<file path="config.mk">
export PLATFORM = sky130hd
export DESIGN_NAME = if_stage_flat
export DESIGN_NICKNAME = d
export VERILOG_FILES = /design/src/rtl/if_stage_if.sv /design/src/rtl/if_stage.sv /design/src/flat_wrapper.sv
export SDC_FILE = /design/constraint.sdc
export NUM_CORES = 1
export LEC_CHECK = 0
export ABC_AREA = 1
export CORE_MARGIN = 2
export CORE_UTILIZATION = 41
export DETAILED_ROUTE_END_ITERATION = 8
export HOLD_SLACK_MARGIN = 0.1
export PLACE_DENSITY = 0.75
export RECOVER_POWER = 100
export SYNTH_ARGS = -nofsm -noshare
export SYNTH_HDL_FRONTEND = slang
export SYNTH_SLANG_ARGS = --single-unit
</file>
<file path="constraint.sdc">
create_clock -name clk -period 2.2 [get_ports clk]
set_input_delay 0.22 -clock clk [delete_from_list [all_inputs] [get_ports clk]]
set_output_delay 0.22 -clock clk [all_outputs]
set_load 0.02 [all_outputs]
</file>
<file path="src/rtl/if_stage_if.sv">
// Instruction-memory request/ready port between the fetch stage (master) and memory (slave).
interface if_stage_if;
  logic        imem_req;
  logic [31:0] imem_addr;
  logic        imem_ready;
  logic [31:0] imem_rdata;

  modport master (
    output imem_req,
    output imem_addr,
    input  imem_ready,
    input  imem_rdata
  );

  modport slave (
    input  imem_req,
    input  imem_addr,
    output imem_ready,
    output imem_rdata
  );
endinterface

</file>
<file path="src/rtl/if_stage.sv">
// Instruction fetch stage: PC, imem request/ready port, IF/ID register, redirects and stalls.
// Optional macro IF_FLUSH_ON_REDIRECT_EN squashes the delay-slot word on a redirect.
module if_stage #(
  parameter logic [31:0] RESET_PC = 32'h0000_0000
) (
  input  logic              clk,
  input  logic              rst,
  input  logic [1:0]        if_pc_source,
  input  logic [31:0]       branch_addr,
  input  logic [31:0]       jump_addr,
  input  logic              hazard,
  input  logic              pstop_i,
  if_stage_if.master        imem,
  output logic [31:0]       pc,
  output logic [31:0]       IF_ID_instruction,
  output logic [31:0]       IF_ID_next_i_addr
);

  localparam logic [0:0] FETCH = 1'b0;
  localparam logic [0:0] HOLD  = 1'b1;

  logic [0:0]  state_q;
  logic [31:0] pc_q;
  logic [31:0] ibuf_q;
  logic        pending_q;
  logic [31:0] pending_tgt_q;
  logic [31:0] instr_q;
  logic [31:0] next_addr_q;

  logic        adv;
  logic        have;
  logic        redir;
  logic        squash;
  logic [31:0] word;
  logic [31:0] tgt;
  logic [31:0] pc_plus4;

  assign adv      = !hazard && !pstop_i;
  assign have     = ((state_q == FETCH) && imem.imem_ready) || (state_q == HOLD);
  assign word     = (state_q == HOLD) ? ibuf_q : imem.imem_rdata;
  assign redir    = adv && ((if_pc_source == 2'd1) || (if_pc_source == 2'd2));
  assign tgt      = (if_pc_source == 2'd2) ? jump_addr : branch_addr;
  assign pc_plus4 = pc_q + 32'd4;

`ifdef IF_FLUSH_ON_REDIRECT_EN
  assign squash = redir || pending_q;
`else
  assign squash = 1'b0;
`endif

  assign imem.imem_req   = !rst && (state_q == FETCH);
  assign imem.imem_addr  = pc_q;
  assign pc                = pc_q;
  assign IF_ID_instruction = instr_q;
  assign IF_ID_next_i_addr = next_addr_q;

  always_ff @(posedge clk) begin
    if (rst) begin
      state_q       <= FETCH;
      pc_q          <= RESET_PC;
      ibuf_q        <= 32'd0;
      pending_q     <= 1'b0;
      pending_tgt_q <= 32'd0;
      instr_q       <= 32'd0;
      next_addr_q   <= 32'd0;
    end else if (adv && have) begin
      instr_q     <= squash ? 32'd0 : word;
      next_addr_q <= pc_plus4;
      state_q     <= FETCH;
      pending_q   <= 1'b0;
      if (pending_q) begin
        pc_q <= pending_tgt_q;
      end else if (redir) begin
        pc_q <= tgt;
      end else begin
        pc_q <= pc_plus4;
      end
    end else if (adv) begin
      // Memory is slow: bubble decode and remember any redirect until the fetch lands.
      instr_q <= 32'd0;
      if (redir && !pending_q) begin
        pending_q     <= 1'b1;
        pending_tgt_q <= tgt;
      end
    end else if ((state_q == FETCH) && imem.imem_ready) begin
      ibuf_q  <= imem.imem_rdata;
      state_q <= HOLD;
    end
  end

endmodule

</file>
<file path="src/flat_wrapper.sv">
// flat-port wrapper written by rule: the top's interface ports become plain ports
module if_stage_flat 
#(
  parameter logic [31:0] RESET_PC = 32'h0000_0000
)
  (clk, rst, if_pc_source, branch_addr, jump_addr, hazard, pstop_i, pc, IF_ID_instruction, IF_ID_next_i_addr, imem_imem_req, imem_imem_addr, imem_imem_ready, imem_imem_rdata);
  if_stage_if imem_i ();
  input  logic clk;
  input  logic rst;
  input  logic [1:0] if_pc_source;
  input  logic [31:0] branch_addr;
  input  logic [31:0] jump_addr;
  input  logic hazard;
  input  logic pstop_i;
  output logic [31:0] pc;
  output logic [31:0] IF_ID_instruction;
  output logic [31:0] IF_ID_next_i_addr;
  output wire logic [$bits(imem_i.imem_req)-1:0] imem_imem_req;
  output wire logic [$bits(imem_i.imem_addr)-1:0] imem_imem_addr;
  input wire logic [$bits(imem_i.imem_ready)-1:0] imem_imem_ready;
  input wire logic [$bits(imem_i.imem_rdata)-1:0] imem_imem_rdata;
  assign imem_imem_req = imem_i.imem_req;
  assign imem_imem_addr = imem_i.imem_addr;
  assign imem_i.imem_ready = imem_imem_ready;
  assign imem_i.imem_rdata = imem_imem_rdata;
  if_stage #(.RESET_PC(RESET_PC)) u_core (.clk(clk), .rst(rst), .if_pc_source(if_pc_source), .branch_addr(branch_addr), .jump_addr(jump_addr), .hazard(hazard), .pstop_i(pstop_i), .imem(imem_i), .pc(pc), .IF_ID_instruction(IF_ID_instruction), .IF_ID_next_i_addr(IF_ID_next_i_addr));
endmodule
</file>
After elaboration in Yosys (flattened, before gate mapping)
Index checks and enable logic that the tools add are counted.
{ "totals": {"in_bits": 103, "register_bits": 162} }
{ "classes": {"eq_ne": 2, "add_sub_neg": 1, "n_reduce_logical": 18, "n_bitwise": 3, "muxes": 6} }
{ "ops": {"columns": ["op", "n"], "rows": [
  ["32-bit two-way mux", 6],
  ["32-bit by 3-bit adder with 32-bit output, second input constant", 1],
  ["1-bit logical AND", 6],
  ["3-bit AND reduction", 2],
  ["1-bit zero test", 4],
  ["2-bit AND reduction", 2],
  ["1-bit NOT", 3],
  ["2-bit by 1-bit equality test with 1-bit output, second input constant", 1],
  ["2-bit equality test, second input constant", 1],
  ["1-bit logical OR", 2],
  ["2-bit nonzero test", 1],
  ["2-bit OR reduction", 1]
]} }

Longest topological paths before layout
Gate-level depths: netlist of the first run.
{ "depth": {"ltp_word": 6, "mapped_depth": 11} }

Worst setup path after synthesis of the first run
OpenSTA, ideal clock, no wires.
{ "synth_path": {"path_type": "reg-to-reg", "startpoint": "reg u_core.pc_q[2] (netlist: u_core.imem.imem_addr[2])", "endpoint": "reg u_core.next_addr_q[22] (netlist: u_core.IF_ID_next_i_addr[22])", "synth_period_minus_slack_ns": 1.753, "path_stages_with_launch": 9, "path_slack_ns": 0.447, "arrival_time_ns": 1.638, "path_cell_list": "dfxtp_1 > ha_1 > nand2_1 > nor2_2 > nand3_1 > o21ai_0 > nand2_1 > o21ai_0 > inv_1"} }
{ "synth_between": {"elab_chain_cells": 1} }
{ "synth_rtl": {"columns": ["item", "line", "source"], "rows": [
  ["start: declaration", "if_stage.sv:23", "logic [31:0] pc_q;"],
  ["start signal: assignment", "if_stage.sv:72", "pc_q <= pending_tgt_q;"],
  ["start signal: assignment", "if_stage.sv:74", "pc_q <= tgt;"],
  ["start signal: assignment", "if_stage.sv:76", "pc_q <= pc_plus4;"],
  ["32-bit by 3-bit adder with 32-bit output", "if_stage.sv:43", "assign pc_plus4 = pc_q + 32'd4;"],
  ["end signal: assignment", "if_stage.sv:68", "next_addr_q <= pc_plus4;"],
  ["end: declaration", "if_stage.sv:28", "logic [31:0] next_addr_q;"]
]} }
Every way passes these cells.
A chain may end at the register's enable or synchronous reset.

Worst setup path in the final report of the first run
{ "layout_path": {"startpoint": "reg u_core.state_q", "endpoint": "out imem_imem_req"} }
{ "layout_between": {"elab_chain_cells": 2} }
{ "layout_rtl": {"columns": ["item", "line", "source"], "rows": [
  ["start: declaration", "if_stage.sv:22", "logic [0:0] state_q;"],
  ["start signal: assignment", "if_stage.sv:59", "state_q <= FETCH;"],
  ["start signal: assignment", "if_stage.sv:69", "state_q <= FETCH;"],
  ["start signal: assignment", "if_stage.sv:87", "state_q <= HOLD;"],
  ["1-bit NOT", "if_stage.sv:51", "assign imem.imem_req = !rst && (state_q == FETCH);"],
  ["1-bit logical AND", "if_stage.sv:51", null],
  ["end: declaration", "flat_wrapper.sv:18", "output wire logic [$bits(imem_i.imem_req)-1:0] imem_imem_req;"]
]} }
Every way passes these cells.

==> results of run 1 <==
## report_power, final
| part | total (mW) | internal, mW | switching (mW) | leakage [nW] |
|---|---|---|---|---|
| Combinational | 1.17 | 0.520 | 0.645 | 3.02 |
| Clock | 2.91 | 1.53 | 1.39 | 0.288 |
| Sequential | 3.20 | 3.08 | 0.120 | 1.32 |
| Total | 7.28 | 5.13 | 2.15 | 4.63 |
## per-layer routing
metal | global-route usage | share of wire | up-vias
met2 | 0.394 | 0.47 | 357
li1 | - | - | 3925
met1 | 0.303 | 0.43 | 3604
met5 | 0 | 0 | -
met4 | 0.0805 | 0.022 | 0
met3 | 0.0533 | 0.083 | 46
## cells by family (layout without fill, tap and decap cells)
family,count (synthesis),count (layout),synth area share
compound gates,253,253,0.176
flops,162,162,0.418
simple gates,460,460,0.244
mux,38,38,0.0491
buf+inv,160,365,0.100
fa+ha+maj,2,2,0.00323
xor+xnor,8,8,0.00904
## flip-flops by register name (all words and copies together) (netlist names)
register / cells
u_core.pending_tgt_q: 32
u_core.ibuf_q: 32
u_core.pending_q: 1
u_core.state_q: 1
u_core.imem.imem_addr: 32
u_core.IF_ID_instruction: 32
u_core.IF_ID_next_i_addr: 32
## critical path, delay by kind of cell, from the launching register on
kind                   cells  cell delay [ps]
buffers and inverters      2              960
flip-flops                 1              380
AND/OR/NAND/NOR            1               80
## cell usage in the layout, fill, tap and decap left out, types with 19 or more instances in the layout
cell type        Yosys  routed
dfxtp_1            162     161
inv_1               60      63
o21ai_0            121     128
clkdlybuf4s50_1      0     101
mux2i_1             38      38
buf_4               37      23
nand3_1             50      51
nor2_1             110     111
a211oi_1            19      19
a21oi_1             82      82
nand2_1            280     282
dlygate4sd3_1        0     129
## through the flow
stage                      util  std cells  cell area [sq um]  hold WS, ps  power, mW
after floorplan               -       1083               7750          363       3.91
after global placement    0.545       1490              10200          433       4.46
after detailed placement  0.545       1490              10200          443       4.48
after CTS                 0.577       1522              10700          258       7.38
after global routing      0.573       1522              10700          271       7.59
final                     0.573       1522              10700          269       7.28
## layout make-up
cell class                      instances  area [sq um]
Timing Repair Buffer                  266          2600
Inverter                               67           255
Fill cell                            1768          7950
Clock inverter                         14           158
Tap cell                              234           293
Clock buffer                           18           429
Sequential cell                       162          3240
Multi-Input combinational cell        761          3710
## worst min path at each step
stage,depth (start not counted),to,from,slack (ps)
after floorplan,2,u_core.ibuf_q[0],imem_imem_rdata[0],360
after global placement,2,u_core.pending_tgt_q[21],u_core.pending_tgt_q[21],430
after detailed placement,2,u_core.pending_tgt_q[25],u_core.pending_tgt_q[25],440
after CTS,2,u_core.imem.imem_addr[3],rst,260
after global routing,2,u_core.imem.imem_addr[3],rst,270
final,2,u_core.imem.imem_addr[3],rst,270
==> impl_metrics.ini, run 1 <==
[status]
status = finished clean

[yosys]
synth.top_cell.area_share = 0.418
synth-async-reset-ratio = 0
postSynthCellCount = 1083
yosysWarnings = 0
synthFlopType = dfxtp_1
postSynthAreaPerCell_sq_um = 7.16
synth_commonest_cells = nand2_1, dfxtp_1, o21ai_0, nor2_1, a21oi_1
seq_area_frac_synth = 0.418
synth_edf_count = 0
synth_area_sq_um = 7750
synth.largest_area_cell = dfxtp_1
ys_top_cells_by_area = dfxtp_1, nand2_1, o21ai_0, nor2_1, a21oi_1
synth.most_common_cell = nand2_1
synth_cell_types = 38
synth_seq_cells = 162
syn_nets = 1188

[timing]
maxSlewHeadroom = 0.295
setup_violations = 0
max_freq_mhz = 486
worst_clock_skew_ps = 13.2
drv_slew = 0
finalWorstSetupSlack_ps = 141
setup_tns_ps = 0
worst_pin_slew_ps = 1060
grt_setup_unrepaired = false
final-hold-violation-count = 0
min_period_ps = 2060
post-route-period-util = 0.936

[cts]
clk_pin_slew_worst_paths_ps = 70
cts.path.max_buffers = 2
cts_resized = 0
clkLatencyLatePin_ps = 430
clock-sinks = 162
cts_tree = built
clk_root_buffer_cell = clkbuf_16
postCtsSetupBuffers = 0
postCtsHoldBufs = 0
cts_buffers = 17
cts-htree-levels = 4

[floorplan]
io_pins = 232
initial_utilization = 0.416
row_count = 50
die_area_sq_um = 20000
coreArea_sq_um = 18600
die_h_um = 142
fp.dieW_um = 142

[critical_path]
endpoint_kind = output port
cp.required_ps = 1980
cp_slowest_stage_delay_ps = 680
cp_slowest_cell = dlygate4sd3_1
cp-start-kind = flip-flop
crit_chain = buf_4 -> nor2_1 -> dlygate4sd3_1
r2r_setup_slack_ps = 250
cp_max_fo = 14
critical_path_class = flip-flop to output port
crit_end = imem_imem_req
rr_worst_depth = 7
cp-startpoint = u_core.state_q
r2r_start = u_core.state_q
cp.arrival_ps = 1840
r2r-end = u_core.imem.imem_addr[15]

[route]
drtPass1Iterations = 6
drc = 0
routed_wl_mm = 23.6
ant_nets = 0
drt_iter0_markers = 543
num_vias = 7932
viasPerCell = 5.21
post_drt_wl_per_cell_um = 15.5

[min_path]
hp-class = primary input to flip-flop

[layout]
diodes = 0
area_delta_synth_final_pct = 37.9
nets = 1380
layout-drive-gt1-share = 0.0590

[power_and_ir_drop]
p_leak_nw = 4.63
power_per_cell_area_nw_per_um2 = 681
irDropWorstVdd_v = 0.000610

[grt]
grt_pass1_vias = 7343
grtUsageTotal = 0.236
gr-total-overflow = 0
antenna_found_initial = 0
grt_first_pass_wirelength_mm = 37.7
grt_start_max_net_pins = 83

[placed_design]
pre_cts_ws_ps = 91.8
port_buffers = 231
hpwl_mm = 17.3
gp_congestion = 0.878

[flow_run]
max-cap-violations = 0
No activity file was read; power rests on OpenSTA's default activity.
==> inputs of run 2 (changes only) <==
Settings changed: ABC_CLOCK_PERIOD_IN_PS from default to 2200, CORE_MARGIN 2 to 3.
==> impl_metrics.ini, run 2 (same netlist as run 1, synthesis figures left out) <==
[cts]
postCtsSetupBuffers = 0
clkLatencyLatePin_ps = 430
clock-sinks = 162
clk_pin_slew_worst_paths_ps = 70
clk_root_buffer_cell = clkbuf_16
cts-htree-levels = 4
cts_resized = 0
postCtsHoldBufs = 0
cts.path.max_buffers = 2
cts_tree = built
cts_buffers = 17

[critical_path]
crit_chain = buf_4 -> dlygate4sd3_1
endpoint_kind = output port
cp.required_ps = 1980
cp_slowest_stage_delay_ps = 700
critical_path_class = flip-flop to output port
cp_slowest_cell = dlygate4sd3_1
crit_buf_inv = 2
cp-start-kind = flip-flop
cp.arrival_ps = 1780
cp_max_fo = 7
cpLargestDelayFamily = buffers and inverters

[layout]
instances_no_fill = 1520
ff_latch_area_sq_um = 3240
area_delta_synth_final_pct = 38.2
layout-drive-gt1-share = 0.0604
multiInputGateArea_sq_um = 3700
layout_commonest_cell = nand2_1
diodes = 0
fillCellCount = 1724
nets = 1383
layout_common_cells = nand2_1, dfxtp_1, o21ai_0

[route]
drtPass1Iterations = 5
viasPerCell = 5.27
post_drt_wl_per_cell_um = 16.5
routed_wl_mm = 25.0
ant_nets = 0
drc = 0
drt_iter0_markers = 740
num_vias = 8004

[min_path]
hp-class = primary input to flip-flop

[timing]
grt_setup_unrepaired = false
drv_slew = 0
setup_tns_ps = 0
maxSlewHeadroom = 0.600
setup_violations = 0
final-hold-violation-count = 0
finalWorstSetupSlack_ps = 204
max_freq_mhz = 501
post-route-period-util = 0.907
min_period_ps = 2000
worst_clock_skew_ps = 12.9
worst_pin_slew_ps = 594

[grt]
grtUsageTotal = 0.239
gr-total-overflow = 0
grt_first_pass_wirelength_mm = 39.2
antenna_found_initial = 0
grt_start_max_net_pins = 42
grt_pass1_vias = 7342

[floorplan]
die_area_sq_um = 20600
fp.dieW_um = 144
initial_utilization = 0.424
io_pins = 232
die_h_um = 144
coreArea_sq_um = 18300
row_count = 49

[power_and_ir_drop]
power_per_cell_area_nw_per_um2 = 690
power_switching_mw = 2.24
seqPwrFrac = 0.433
sw_frac_of_total = 0.303
clockPowerShare = 0.406
pwr-share-comb = 0.161
cell_internal_pwr_mw = 5.16
irDropWorstVdd_v = 0.000552
finalPower_mw = 7.40
p_leak_nw = 4.64

[placed_design]
hpwl_mm = 18.5
gp_congestion = 0.933
port_buffers = 231
pre_cts_ws_ps = 57.6
dpl.cell_count = 1488

[status]
status = finished clean

[flow_run]
max-cap-violations = 0
run 2: per-stage QoR:
stage | hold slack, ps | utilization | cell area (sq um)
floorplan | 363 | - | 7750
CTS | 220 | 0.589 | 10800
global placement | 433 | 0.556 | 10200
detailed placement | 440 | 0.556 | 10200
global route | 228 | 0.587 | 10700
finish | 211 | 0.587 | 10700
run 2: area by class of cell:
| type | count | share of cell area |
|---|---|---|
| Sequential cell | 162 | 0.303 |
| Multi-Input combinational cell | 761 | 0.345 |
| Clock buffer | 17 | 0.0397 |
| Tap cell | 229 | 0.0267 |
| Clock inverter | 15 | 0.0168 |
| Timing Repair Buffer | 269 | 0.245 |
| Inverter | 67 | 0.0242 |
run 2: worst paths after layout:
kind | from | endpoint | slack [ps] | depth (start not counted)
setup / recovery | u_core.imem.imem_addr[4] | imem_imem_addr[4] | 200 | 2
hold / removal | rst | u_core.imem.imem_addr[3] | 210 | 2
setup reg to reg | u_core.state_q | u_core.imem.imem_addr[8] | 230 | 8
hold reg to reg | u_core.IF_ID_next_i_addr[18] | u_core.IF_ID_next_i_addr[18] | 450 | 2
run 2: power by group through the flow:
stage | registers, mW | clock network (mW) | logic [mW]
2_1_floorplan | 3.32 | 0 | 0.589
3_3_place_gp | 3.27 | 0 | 1.22
3_5_place_dp | 3.27 | 0 | 1.23
4_1_cts | 3.20 | 3.04 | 1.24
5_1_grt | 3.22 | 3.16 | 1.29
6_report | 3.20 | 3.01 | 1.19
run 2: worst reg2reg max path: cells and delay by family (launching register included):
kind                   cells  cell delay, ps
and+or+nand+nor            3             690
DFF                        1             420
AOI/OAI and AO/OA          3             470
buffers and inverters      2             320
run 2: per-layer routing:
metal | track usage | vias up | routed length (um)
li1 | - | 3930 | -
met1 | 0.333 | 3616 | 10800
met2 | 0.371 | 393 | 11400
met3 | 0.0419 | 65 | 2020
met4 | 0.0932 | 0 | 816
met5 | 0 | - | 0
==> patch (config.mk and constraints of run 2) <==
Change the localparam `HOLD` from 1'b1 to 1'b0.
--- a/src/rtl/if_stage.sv
+++ b/src/rtl/if_stage.sv
@@ -17,7 +17,7 @@
 );
 
   localparam logic [0:0] FETCH = 1'b0;
-  localparam logic [0:0] HOLD  = 1'b1;
+  localparam logic [0:0] HOLD  = 1'b0;
 
   logic [0:0]  state_q;
   logic [31:0] pc_q;
Check against the original RTL: not equivalent (Yosys sat finds a counterexample within 4 cycles, from zero or initial values and one cycle with rst high).
==> patch against run 2 <==
  * Setup slack improved by 0.019 ns
  * Global-route usage is 0.33 points lower
  * Synthesized area is 23% lower
  * Sequential cell count decreased by 33
  * Critical path depth grew 8
  * Wire length down 24%
  * Maximum frequency rose by 0.96%
  * Design area down 19%
  * Total power decreased by 18%
==> patch: results (changes against run 2) <==
Post-synth top cells - nand2_1, dfxtp_1, nor2_1 (was nand2_1, dfxtp_1, o21ai_0)
Dpl ws - 0.222 ns (was 0.0576 ns)
Comb pwr - 0.000828 W (was 0.00119 W)
Pwr/cell area - 697 nW/µm² (was 690 nW/µm²)
Sequential group share of total power - 41.5% (was 43.3%)
Cells after synthesis - 825 (was 1083)
Sw Share - 26.8% (was 30.3%)
Clk slew on worst S/H paths - 0.06 ns
Mux cell area share after synthesis - 0% (was 4.91%)
DR WL/cell - 15.6 µm (was 16.5 µm)
Synth top area cells - dfxtp_1, nand2_1, nor2_1, o21ai_0, a22o_1 (was dfxtp_1, nand2_1, o21ai_0, nor2_1, a21oi_1)
Worst vdd ir - 0.547 mV (was 0.552 mV)
Slowest-stage cell, CP - clkdlybuf4s50_1 (was dlygate4sd3_1)
Cell variety after synth - 30 (was 38)
Vias - 6140 (was 8004)
Placed inst area - 8210 µm² (was 10200 µm²)
Relative slew slack - 38.4% (was 60.0%)
XOR/XNOR Fraction of Synth Area - 1.47% (was 0.904%)
Routed met3 length - 1330 µm (was 2020 µm)
Met3 Usage GRT - 5.05% (was 4.19%)
Layout cells sized above 1 - 6.20% (was 6.04%)
Main combinational cell family by area after synthesis - simple AND/OR/NAND/NOR gates (unchanged)
Highest Signal Layer - met4 (unchanged)
Clk_lat worst skew - 0.41 ns (was 0.43 ns)
Synth Area in Adders - 0.421% (was 0.323%)
Detail Placement HPWL - 14100 µm (was 18500 µm)
Routed length on met2 - 9050 µm (was 11400 µm)
Global-route wire length before repair - 30400 µm (was 39200 µm)
Post-synthesis sequential area ratio - 43.5% (was 41.8%)
Status - completed (unchanged)
Largest net degree at the start of global routing - 49 (was 42)
Fin cells - 1212 (was 1520)
Syn Nets - 930 (was 1188)
Routability congestion estimate - 0.943 (was 0.933)
Crit Path Max Fanout - 9 (was 7)
Nets - 1124 (was 1383)
Grt met2 use - 39.5% (was 37.1%)
Drt first pass iters - 5 (unchanged)
Worst Skew - 0.00605 ns (was 0.0129 ns)
Slowest stage delay, CP - 0.45 ns (was 0.70 ns)
DRT iter0 DRCs - 424 (was 740)
Leakage - 3.87 nW (was 4.64 nW)
CP Data Arrival Time - 2.32 ns (was 1.78 ns)
Worst setup margin - 0.223 ns (was 0.204 ns)
Met1 WL - 8090 µm (was 10800 µm)
Post-synthesis compound-gate area fraction - 16.9% (was 17.6%)
Met1 Usage GRT - 30.4% (was 33.3%)
GRT Util Overall - 23.6% (was 23.9%)
Number of global-route vias before repair - 5938 (was 7342)
[patch: worst paths after layout]
check                                                  from                                        end  slack (ns)  cells after the start
hold / removal                          imem_imem_rdata[29]             u_core.ibuf_q[29]$_SDFFE_PP0P_        0.44                      3
hold reg to reg   u_core.IF_ID_next_i_addr[11]$_SDFFE_PP0P_  u_core.IF_ID_next_i_addr[11]$_SDFFE_PP0P_        0.45                      2
setup reg to reg     u_core.imem.imem_addr[11]$_SDFFE_PP0P_     u_core.imem.imem_addr[19]$_SDFFE_PP0P_        0.35                      9
setup / recovery                            if_pc_source[0]      u_core.imem.imem_addr[6]$_SDFFE_PP0P_        0.22                     10
[patch: final cells by class]
cell class,count,area [µm²]
sequential,129,2580
timing repair buffer,252,2460
tap,180,225
clock buffer,18,439
multi-input combinational,581,2740
clock inverter,14,141
inverter,38,143
fill,1276,5310
[patch: tightest hold or removal path: stages]
cell and delay (ns):
clkdlybuf4s50_1 0.45, o21ai_0 0.07, nor2_1 0.07
